$ cat config.mk
export PLATFORM = sky130hd
export DESIGN_NAME = posit_unit_arbiter_flat
export DESIGN_NICKNAME = d
export VERILOG_FILES = /design/src/rtl/posit_unit_arbiter_if.sv /design/src/rtl/posit_unit_arbiter.sv /design/src/flat_wrapper.sv
export SDC_FILE = /design/constraint.sdc
export NUM_CORES = 1
export LEC_CHECK = 0
export BUFFER_PORTS_ARGS = -buffer_cell sky130_fd_sc_hd__buf_2
export CORE_AREA = 4 4 196 198
export DETAILED_ROUTE_END_ITERATION = 12
export DIE_AREA = 0 0 200 202
export SYNTH_ARGS = -nofsm -noshare
export SYNTH_HDL_FRONTEND = slang
export SYNTH_SLANG_ARGS = --single-unit
$ cat constraint.sdc
create_clock -name clk -period 3.13 [get_ports clk]
set_input_delay 0.626 -clock clk [delete_from_list [all_inputs] [get_ports clk]]
set_output_delay 0.626 -clock clk [all_outputs]
set_load 0.005 [all_outputs]
$ cat src/rtl/posit_unit_arbiter_if.sv
// Bundle between the requesters, the shared posit unit and the arbiter.
// The arbiter connects through the slave modport; requesters plus the unit connect through master.
interface posit_unit_arbiter_if #(
   parameter int N_REQ = 4,
   parameter int WIDTH = 32
);
   logic [N_REQ-1:0]       req_valid;
   logic [N_REQ-1:0]       req_ready;
   logic [N_REQ*WIDTH-1:0] req_a;
   logic [N_REQ*WIDTH-1:0] req_b;
   logic [N_REQ*2-1:0]     req_op;
   logic                   unit_valid;
   logic [WIDTH-1:0]       unit_a;
   logic [WIDTH-1:0]       unit_b;
   logic [1:0]             unit_op;
   logic                   unit_res_valid;
   logic [WIDTH-1:0]       unit_res;
   logic [N_REQ-1:0]       rsp_valid;
   logic [N_REQ*WIDTH-1:0] rsp_data;
   logic [N_REQ-1:0]       rsp_ready;
   logic                   busy;
   logic                   err_protocol;

   modport slave (
      input  req_valid, req_a, req_b, req_op, unit_res_valid, unit_res, rsp_ready,
      output req_ready, unit_valid, unit_a, unit_b, unit_op, rsp_valid, rsp_data,
             busy, err_protocol
   );

   modport master (
      output req_valid, req_a, req_b, req_op, unit_res_valid, unit_res, rsp_ready,
      input  req_ready, unit_valid, unit_a, unit_b, unit_op, rsp_valid, rsp_data,
             busy, err_protocol
   );
endinterface

$ cat src/rtl/posit_unit_arbiter.sv
// Round-robin sharing of one fixed-latency pipelined posit unit among N_REQ requesters.
// A tag pipeline tracks each issued op so its result lands in the owner's response register.
module posit_unit_arbiter #(
   parameter int N_REQ    = 4,
   parameter int WIDTH    = 32,
   parameter int UNIT_LAT = 3
) (
   input logic                 clk,
   input logic                 rst_n,
   posit_unit_arbiter_if.slave bus
);
   localparam int TW = $clog2(N_REQ);
   localparam logic [TW:0] N_EXT = (TW+1)'(N_REQ);

   logic [TW-1:0]    rr_ptr_reg;
   logic [TW-1:0]    rr_ptr_next;
   logic [N_REQ-1:0] outstanding_reg;
   logic [N_REQ-1:0] outstanding_next;
   logic [N_REQ-1:0] rsp_valid_reg;
   logic [N_REQ-1:0] rsp_valid_next;
   logic [WIDTH-1:0] rsp_data_reg [N_REQ];
   logic             unit_valid_reg;
   logic [WIDTH-1:0] unit_a_reg;
   logic [WIDTH-1:0] unit_b_reg;
   logic [1:0]       unit_op_reg;
   logic [TW-1:0]    issue_tag_reg;
   logic [UNIT_LAT-1:0] tag_valid_reg;
   logic [TW-1:0]    tag_reg [UNIT_LAT];
   logic             err_reg;

   logic [N_REQ-1:0] elig;
   logic [N_REQ-1:0] grant;
   logic [N_REQ-1:0] rsp_hs;
   logic [N_REQ-1:0] res_wr;
   logic             grant_any;
   logic [TW-1:0]    grant_idx;
   logic [TW:0]      cand;
   logic [WIDTH-1:0] sel_a;
   logic [WIDTH-1:0] sel_b;
   logic [1:0]       sel_op;
   logic             res_hit;
   logic [TW-1:0]    res_tag;

   assign elig = bus.req_valid & ~outstanding_reg;

   // Scan rr_ptr, rr_ptr+1, ... modulo N_REQ; first eligible index wins.
   always_comb begin
      grant_any = 1'b0;
      grant_idx = '0;
      cand      = '0;
      for (int k = 0; k < N_REQ; k++) begin
         cand = {1'b0, rr_ptr_reg} + (TW+1)'(k);
         if (cand >= N_EXT) cand = cand - N_EXT;
         if (!grant_any && elig[cand[TW-1:0]]) begin
            grant_any = 1'b1;
            grant_idx = cand[TW-1:0];
         end
      end
   end

   // Gated by rst_n so the grant reads zero while reset is held.
   always_comb begin
      grant = '0;
      if (grant_any && rst_n) grant[grant_idx] = 1'b1;
   end

   always_comb begin
      sel_a  = '0;
      sel_b  = '0;
      sel_op = '0;
      for (int k = 0; k < N_REQ; k++) begin
         if (grant_idx == TW'(k)) begin
            sel_a  = bus.req_a[k*WIDTH +: WIDTH];
            sel_b  = bus.req_b[k*WIDTH +: WIDTH];
            sel_op = bus.req_op[k*2 +: 2];
         end
      end
   end

   assign rr_ptr_next = !grant_any ? rr_ptr_reg :
                        (grant_idx == TW'(N_REQ-1)) ? '0 : grant_idx + 1'b1;
   assign res_tag     = tag_reg[UNIT_LAT-1];
   assign res_hit     = bus.unit_res_valid & tag_valid_reg[UNIT_LAT-1];

   for (genvar gi = 0; gi < N_REQ; gi++) begin : g_req
      assign rsp_hs[gi]           = rsp_valid_reg[gi] & bus.rsp_ready[gi];
      assign res_wr[gi]           = res_hit && (res_tag == TW'(gi));
      assign outstanding_next[gi] = grant[gi] | (outstanding_reg[gi] & ~rsp_hs[gi]);
      assign rsp_valid_next[gi]   = res_wr[gi] | (rsp_valid_reg[gi] & ~rsp_hs[gi]);
      assign bus.rsp_data[gi*WIDTH +: WIDTH] = rsp_data_reg[gi];
   end

   always_ff @(posedge clk or negedge rst_n) begin
      if (!rst_n) begin
         rr_ptr_reg      <= '0;
         outstanding_reg <= '0;
         rsp_valid_reg   <= '0;
         unit_valid_reg  <= 1'b0;
         unit_a_reg      <= '0;
         unit_b_reg      <= '0;
         unit_op_reg     <= '0;
         issue_tag_reg   <= '0;
         tag_valid_reg   <= '0;
         err_reg         <= 1'b0;
         for (int k = 0; k < UNIT_LAT; k++) tag_reg[k] <= '0;
         for (int k = 0; k < N_REQ; k++) rsp_data_reg[k] <= '0;
      end else begin
         rr_ptr_reg      <= rr_ptr_next;
         outstanding_reg <= outstanding_next;
         rsp_valid_reg   <= rsp_valid_next;
         unit_valid_reg  <= grant_any;
         if (grant_any) begin
            unit_a_reg    <= sel_a;
            unit_b_reg    <= sel_b;
            unit_op_reg   <= sel_op;
            issue_tag_reg <= grant_idx;
         end
         tag_valid_reg[0] <= unit_valid_reg;
         tag_reg[0]       <= issue_tag_reg;
         for (int k = 1; k < UNIT_LAT; k++) begin
            tag_valid_reg[k] <= tag_valid_reg[k-1];
            tag_reg[k]       <= tag_reg[k-1];
         end
         // Either a result with no owner or an owner with no result breaks the fixed-latency contract.
         if (bus.unit_res_valid != tag_valid_reg[UNIT_LAT-1]) err_reg <= 1'b1;
         for (int k = 0; k < N_REQ; k++) begin
            if (res_wr[k]) rsp_data_reg[k] <= bus.unit_res;
         end
      end
   end

   assign bus.req_ready    = grant;
   assign bus.unit_valid   = unit_valid_reg;
   assign bus.unit_a       = unit_a_reg;
   assign bus.unit_b       = unit_b_reg;
   assign bus.unit_op      = unit_op_reg;
   assign bus.rsp_valid    = rsp_valid_reg;
   assign bus.busy         = |outstanding_reg;
   assign bus.err_protocol = err_reg;
endmodule

$ cat src/flat_wrapper.sv
// flat-port wrapper written by rule: the top's interface ports become plain ports
module posit_unit_arbiter_flat 
#(
   parameter int N_REQ    = 4,
   parameter int WIDTH    = 32,
   parameter int UNIT_LAT = 3
)
  (clk, rst_n, bus_req_valid, bus_req_a, bus_req_b, bus_req_op, bus_unit_res_valid, bus_unit_res, bus_rsp_ready, bus_req_ready, bus_unit_valid, bus_unit_a, bus_unit_b, bus_unit_op, bus_rsp_valid, bus_rsp_data, bus_busy, bus_err_protocol);
  posit_unit_arbiter_if #(.N_REQ(N_REQ), .WIDTH(WIDTH)) bus_i ();
  input logic clk;
  input logic rst_n;
  input wire logic [$bits(bus_i.req_valid)-1:0] bus_req_valid;
  input wire logic [$bits(bus_i.req_a)-1:0] bus_req_a;
  input wire logic [$bits(bus_i.req_b)-1:0] bus_req_b;
  input wire logic [$bits(bus_i.req_op)-1:0] bus_req_op;
  input wire logic [$bits(bus_i.unit_res_valid)-1:0] bus_unit_res_valid;
  input wire logic [$bits(bus_i.unit_res)-1:0] bus_unit_res;
  input wire logic [$bits(bus_i.rsp_ready)-1:0] bus_rsp_ready;
  output wire logic [$bits(bus_i.req_ready)-1:0] bus_req_ready;
  output wire logic [$bits(bus_i.unit_valid)-1:0] bus_unit_valid;
  output wire logic [$bits(bus_i.unit_a)-1:0] bus_unit_a;
  output wire logic [$bits(bus_i.unit_b)-1:0] bus_unit_b;
  output wire logic [$bits(bus_i.unit_op)-1:0] bus_unit_op;
  output wire logic [$bits(bus_i.rsp_valid)-1:0] bus_rsp_valid;
  output wire logic [$bits(bus_i.rsp_data)-1:0] bus_rsp_data;
  output wire logic [$bits(bus_i.busy)-1:0] bus_busy;
  output wire logic [$bits(bus_i.err_protocol)-1:0] bus_err_protocol;
  assign bus_i.req_valid = bus_req_valid;
  assign bus_i.req_a = bus_req_a;
  assign bus_i.req_b = bus_req_b;
  assign bus_i.req_op = bus_req_op;
  assign bus_i.unit_res_valid = bus_unit_res_valid;
  assign bus_i.unit_res = bus_unit_res;
  assign bus_i.rsp_ready = bus_rsp_ready;
  assign bus_req_ready = bus_i.req_ready;
  assign bus_unit_valid = bus_i.unit_valid;
  assign bus_unit_a = bus_i.unit_a;
  assign bus_unit_b = bus_i.unit_b;
  assign bus_unit_op = bus_i.unit_op;
  assign bus_rsp_valid = bus_i.rsp_valid;
  assign bus_rsp_data = bus_i.rsp_data;
  assign bus_busy = bus_i.busy;
  assign bus_err_protocol = bus_i.err_protocol;
  posit_unit_arbiter #(.N_REQ(N_REQ), .WIDTH(WIDTH), .UNIT_LAT(UNIT_LAT)) u_core (.clk(clk), .rst_n(rst_n), .bus(bus_i));
endmodule
# After elaboration in Yosys (flattened, before gate mapping)
# Index checks and enable logic that the tools add are counted.
[totals] out_inout_bits=205 word_cells=120 romBits=0 latch_bits=0 ff_bits=217 n_memories=0 ramBits=0 inputBits=307
[classes] shift=0 add_sub_neg=8 n_eq_ne=7 div=0 bitwise=27 muxes=36 n_lt_le_gt_ge=10 multipliers=0 reduce_logical=15
[op_table] cell="$mux W32" count=8
[op_table] cell="$mux W2" count=13
[op_table] cell="$lt A2 B3 Y1 const B" count=5
[op_table] cell="$and A1 B1 Y1" count=13
[op_table] cell="$ge A3 B3 Y1 const B" count=3
[op_table] cell="$logic_and A1 B1 Y1" count=9
[op_table] cell="$mux W1" count=9
[op_table] cell="$bmux W1 S2" count=4
[op_table] cell="$eq A2 B2 Y1 const B" count=4
[op_table] cell="$or A1 B1 Y1" count=8
[op_table] cell="$sub A2 B1 Y2 const B" count=4
[op_table] cell="$add A2 B2 Y3 const B" count=2
[op_table] cell="$and A4 B4 Y4" count=1
[op_table] cell="$eq A2 B1 Y1 const B" count=2
[op_table] cell="$logic_not A2 Y1" count=2
[op_table] cell="$mux W4" count=1
[op_table] cell="$not A1 Y1" count=4
[op_table] cell="$not A4 Y4" count=1
[op_table] cell="$reduce_or A4 Y1" count=1
[op_table] cell="$add A2 B1 Y3 const B" count=1
[op_table] cell="$ge A2 B3 Y1 const B" count=1
[op_table] cell="$logic_not A1 Y1" count=3
[op_table] cell="$add A2 B1 Y2 const B" count=1
[op_table] cell="$demux W1 S2" count=1
[op_table] cell="other kinds (2)" count=2

# Logic depth before layout (Yosys ltp)
[depth] word_depth=20 mapped_depth=12 depth_no_buf=9

# Worst setup path after synthesis
# OpenSTA, ideal clock, no wires.
[synth_path] path_type="input to output" startpoint="in bus_req_valid[0]" endpoint="out bus_req_ready[2]" arrival_time_ns=2.238 setup_slack_ns=0.266 stages=8 t_required_ns=2.504 cell_sequence="nor2b_1 -> mux2i_1 -> o221ai_1 -> ha_1 -> clkbuf_1 -> clkbuf_1 -> buf_2 -> and3_4"
[synth_via] elab_chain_cells=18
[synth_lines] item="start: declaration" line_no="flat_wrapper.sv:12" rtl="input wire logic [$bits(bus_i.req_valid)-1:0] bus_req_valid;"
[synth_lines] item="$and A4 B4 Y4 (*)" line_no="posit_unit_arbiter.sv:44" rtl="assign elig = bus.req_valid & ~outstanding_reg;"
[synth_lines] item="$bmux W1 S2" line_no="posit_unit_arbiter.sv:54" rtl="if (!grant_any && elig[cand[TW-1:0]]) begin"
[synth_lines] item="$mux W1 (not written as such)" line_no="posit_unit_arbiter.sv:54"
[synth_lines] item="$mux W1" line_no="posit_unit_arbiter.sv:54"
[synth_lines] item="$logic_not A1 Y1" line_no="posit_unit_arbiter.sv:54"
[synth_lines] item="$logic_and A1 B1 Y1" line_no="posit_unit_arbiter.sv:54"
[synth_lines] item="$mux W1" line_no="posit_unit_arbiter.sv:54"
[synth_lines] item="$logic_not A1 Y1" line_no="posit_unit_arbiter.sv:54"
[synth_lines] item="[... 2 more ...]"
[synth_lines] item="$logic_not A1 Y1" line_no="posit_unit_arbiter.sv:54"
[synth_lines] item="$logic_and A1 B1 Y1" line_no="posit_unit_arbiter.sv:54"
[synth_lines] item="$mux W2" line_no="posit_unit_arbiter.sv:54"
[synth_lines] item="$lt A2 B3 Y1 (not written as such) or $ge A2 B1 Y1 (tied branches)" line_no="posit_unit_arbiter.sv:64" rtl="if (grant_any && rst_n) grant[grant_idx] = 1'b1;"
[synth_lines] item="$logic_and A1 B1 Y1 (not written as such)" line_no="posit_unit_arbiter.sv:64"
[synth_lines] item="$mux W1 (not written as such)" line_no="posit_unit_arbiter.sv:64"
[synth_lines] item="$demux W1 S2"
[synth_lines] item="$mux W4 (*)" line_no="posit_unit_arbiter.sv:64"
[synth_lines] item="end: declaration" line_no="flat_wrapper.sv:19" rtl="output wire logic [$bits(bus_i.req_ready)-1:0] bus_req_ready;"
# Every way passes the cells marked *; elsewhere a longest branch is shown, timed or not. The select of a mux whose other input is x is not followed.

# Worst setup path in the final report
[layout_path] startpoint="reg u_core.outstanding_reg[0]" endpoint="out bus_req_ready[1]"
[layout_via] elab_chain_cells=19
[layout_lines] item="start: declaration" line_no="posit_unit_arbiter.sv:17" rtl="logic [N_REQ-1:0] outstanding_reg;"
[layout_lines] item="start signal: assignment" line_no="posit_unit_arbiter.sv:109" rtl="outstanding_reg <= outstanding_next;"
[layout_lines] item="$not A4 Y4 (*)" line_no="posit_unit_arbiter.sv:44"
[layout_lines] item="$and A4 B4 Y4 (*)" line_no="posit_unit_arbiter.sv:44"
[layout_lines] item="$bmux W1 S2" line_no="posit_unit_arbiter.sv:54"
[layout_lines] item="$mux W1 (not written as such)" line_no="posit_unit_arbiter.sv:54"
[layout_lines] item="$mux W1" line_no="posit_unit_arbiter.sv:54"
[layout_lines] item="$logic_not A1 Y1" line_no="posit_unit_arbiter.sv:54"
[layout_lines] item="$logic_and A1 B1 Y1" line_no="posit_unit_arbiter.sv:54"
[layout_lines] item="$mux W1" line_no="posit_unit_arbiter.sv:54"
[layout_lines] item="[... 4 more ...]"
[layout_lines] item="$logic_and A1 B1 Y1" line_no="posit_unit_arbiter.sv:54"
[layout_lines] item="$mux W2 (*)" line_no="posit_unit_arbiter.sv:54"
[layout_lines] item="named net u_core.grant_idx[0]" line_no="posit_unit_arbiter.sv:36" rtl="logic [TW-1:0] grant_idx;"
[layout_lines] item="$lt A2 B3 Y1 (not written as such) or $ge A2 B1 Y1 (tied branches)" line_no="posit_unit_arbiter.sv:64"
[layout_lines] item="$logic_and A1 B1 Y1 (not written as such)" line_no="posit_unit_arbiter.sv:64"
[layout_lines] item="$mux W1 (not written as such)" line_no="posit_unit_arbiter.sv:64"
[layout_lines] item="$demux W1 S2 (*)"
[layout_lines] item="$mux W4 (*)" line_no="posit_unit_arbiter.sv:64"
# The timed path passes the listed nets; every way through them passes the cells marked *. The select of a mux whose other input is x is not followed.

==> flow_metrics.tcl <==
set metrics [dict create \
    outcome "finished clean" \
    cp_max_fo 6 \
    cts-root-buf "clkbuf_16" \
    worstPathArrival_ns 2.37 \
    p_int_mw 9.81 \
    r2r_start "u_core.outstanding_reg[0]" \
    drt-initial-drc-count 425 \
    grt_use_total_pct 19.2 \
    fmax_mhz 334 \
    p_comb_share_pct 50.2 \
    fill_cells 3695 \
    netlist_instances 1006 \
    die_area_mm2 0.0404 \
    gr-total-overflow 0 \
    grt_antenna_before_repair 27 \
    io_buffers 511 \
    cp_cell_sequence "nor2b_1 > mux2i_1 > o221ai_2 > inv_1 > ha_4 > and3_1 > buf_2" \
    cp_slowest_cell "dfrtp_1" \
    ys_ff_latch 217 \
    startpoint "u_core.outstanding_reg[0]" \
    min_from "bus_rsp_ready[3]" \
    hold_viol_final 0 \
    routed_wl_mm 41.6 \
    multi_input_comb_area_mm2 0.00417 \
    drive_gt1_share_pct 47.4 \
    fin_nets 1805 \
    final-setup-viol-count 0 \
    max_slew.worst_pin.slew_ns 0.791 \
    clk_pin_slew_ns 0.06 \
    power.total_mw 16.2 \
    detail_route.first_pass.iterations 5 \
    synth_cell_type_count 34 \
    fp-row-count 70 \
    ys_async_sr_fraction_pct 100 \
    rsz0062_at_grt "no" \
    power_density_mw_per_mm2 1130 \
    h-tree-depth 1 \
    die-height_um 202 \
    fin_skew_ns 0.00684 \
    num_vias 9738 \
    cts_tree "yes" \
    p_sw_share_pct 39.3 \
    synth-edff-count 0 \
    cts_buffers 25 \
    required_ns 2.50 \
    start_kind "register" \
    synth_top_flop_cell "dfrtp_1" \
    synth_area_mm2 0.0102 \
    p_sw_mw 6.34 \
    wl_per_cell_um 20.8 \
    place.gp.congestion 0.909 \
    endpoint_kind "output pin" \
    hold_ws_ns 0.316 \
    die_x_um 200 \
    drv_slew 0 \
    post-place-ws_ns 0.118 \
    post-dp-hpwl_mm 32.6 \
    power_frac_clock_pct 18.2 \
    synth-warning-count 0 \
    grt_pass1_wl_mm 59.9 \
    coreArea_mm2 0.0365 \
    grt_pass1_vias 9843 \
    viasPerCell 4.87 \
    critPathKind "register to output pin" \
    power_leakage_nw 7.10 \
    relSlewSlack_pct 47.2 \
    synth_seq_area_share_pct 53.5 \
    fin_crit_sh_pct 95.8 \
    clockBufferDepth 3 \
    regArea_mm2 0.00543 \
    start_util_pct 27.8 \
    ir_drop_mv 0.521 \
    fin_tns_setup_ns 0 \
    drc 0 \
    cts_sinks 217 \
    fin_ws_ns 0.132 \
    syn_avg_cell_area_um2 10.1 \
    max_stage_delay_ns 0.42 \
    fin_crit_ns 3.00 \
    syn_nets 1318 \
    maxCapViolations 0 \
    ant_nets 0 \
    syn_to_final_growth_pct 40.8 \
    p_seq_share_pct 31.6 \
    hold_class "input pin to register" \
    clock_latency_ns 0.52 \
    pin_count 512 \
    largest_reg_flops 128 \
    grt_max_degree 134 \
]
[worst paths after layout]
kind	to	slack (ns)	cells after the start
worst max-delay path	bus_req_ready[1]	0.13	7
worst min-delay path	u_core.bus.rsp_valid[3]	0.32	2
worst max register to register	u_core.bus.unit_a[7]	0.55	11
worst min register to register	u_core.tag_reg[3]	0.35	0
max in group asynchronous	u_core.bus.rsp_data[59]	1.45	3
min in group asynchronous	u_core.bus.rsp_valid[0]	0.61	2
[Yosys cell counts (all sizes together), types with 2 or more instances]
| cell | number | share of area [%] |
|---|---|---|
| a211o | 3 | 0.26 |
| inv | 75 | 2.8 |
| dfrtp | 217 | 53 |
| clkbuf | 51 | 1.9 |
| nand2 | 71 | 2.6 |
| o21ai | 71 | 3.5 |
| nor2b | 5 | 0.31 |
| buf | 28 | 1.4 |
| a31oi | 3 | 0.18 |
| mux2 | 129 | 14 |
| nand2b | 3 | 0.18 |
| a22oi | 63 | 4.7 |
| or4 | 2 | 0.15 |
| a21o | 5 | 0.37 |
| ha | 5 | 0.62 |
| and3 | 4 | 0.30 |
| a21oi | 191 | 9.4 |
| nor2 | 66 | 2.4 |
| nand3b | 2 | 0.15 |
| a221oi | 3 | 0.26 |
[critical path, delay by kind of cell, from the launching register on]
| kind | cells | cell delay [ns] |
|---|---|---|
| AOI/OAI and AO/OA | 1 | 0.33 |
| DFF | 1 | 0.42 |
| adders and majority gates | 1 | 0.23 |
| muxes | 1 | 0.16 |
| and+or+nand+nor | 2 | 0.41 |
| buffers and inverters | 2 | 0.31 |
[area by class of cell]
| type | count | share of cell area, % |
|---|---|---|
| Clock buffer | 34 | 4.96 |
| Inverter | 75 | 1.97 |
| Clock inverter | 10 | 0.805 |
| Antenna cell | 20 | 0.350 |
| Timing Repair Buffer | 539 | 20.7 |
| Tap cell | 468 | 4.10 |
| Sequential cell | 217 | 38.0 |
| Multi-Input combinational cell | 635 | 29.1 |
[power groups by stage]
stage	registers, mW	logic, mW	clock network [mW]
6_report	5.11	8.11	2.93
5_1_grt	5.27	8.97	3.12
4_1_cts	5.11	8.19	3.02
3_5_place_dp	5.15	8.15	0
3_3_place_gp	5.09	7.99	0
2_1_floorplan	5.13	4.54	0
[timing repair]
action	CTS	global route
resized for setup	1	1
setup buffers	0	0
hold buffers	1	0
setup endpoints to repair	1	1
hold endpoints to repair	34	0
[kinds of logic (layout without fill, tap and decap cells)]
group | after synthesis | count (layout) | synth area share [%]
AOI/OAI and AO/OA | 342 | 342 | 18.9
adders and majority gates | 5 | 5 | 0.616
buffers and inverters | 154 | 658 | 6.08
DFF | 217 | 217 | 53.5
muxes | 130 | 130 | 14.4
other | 0 | 20 | 0
and+or+nand+nor | 158 | 158 | 6.52
[cell usage in the layout, fill, tap and decap left out, types with 4 or more instances in the layout]
cell / Yosys / final
buf_2: 19 / 510
dfrtp_1: 217 / 217
a21oi_1: 191 / 191
mux2_2: 128 / 128
inv_1: 75 / 75
nand2_1: 71 / 71
o21ai_0: 69 / 68
nor2_1: 66 / 66
a22oi_1: 63 / 63
clkbuf_16: 0 / 25
diode_2: 0 / 20
buf_12: 0 / 14
buf_4: 0 / 13
nor2b_1: 5 / 5
a21o_1: 5 / 5
clkbuf_8: 0 / 5
clkbuf_1: 51 / 4
[per-layer routing]
metal	up-vias	global-route usage, %	share of wire (%)
met2	444	31.9	49
met3	102	5.45	9.1
met1	4679	22.7	37
met4	16	9.73	4.6
met5	-	0	0.31
li1	4497	-	-
[through the flow]
step                std cells  cell area, um^2  util, %
finish                   1998            14300     39.1
global route             1992            14300     39.1
CTS                      1978            14200     39.0
detailed placement       1933            13400     36.7
global placement         1933            13400     36.7
floorplan                1006            10200        -
(Power assumes the default switching activity.)
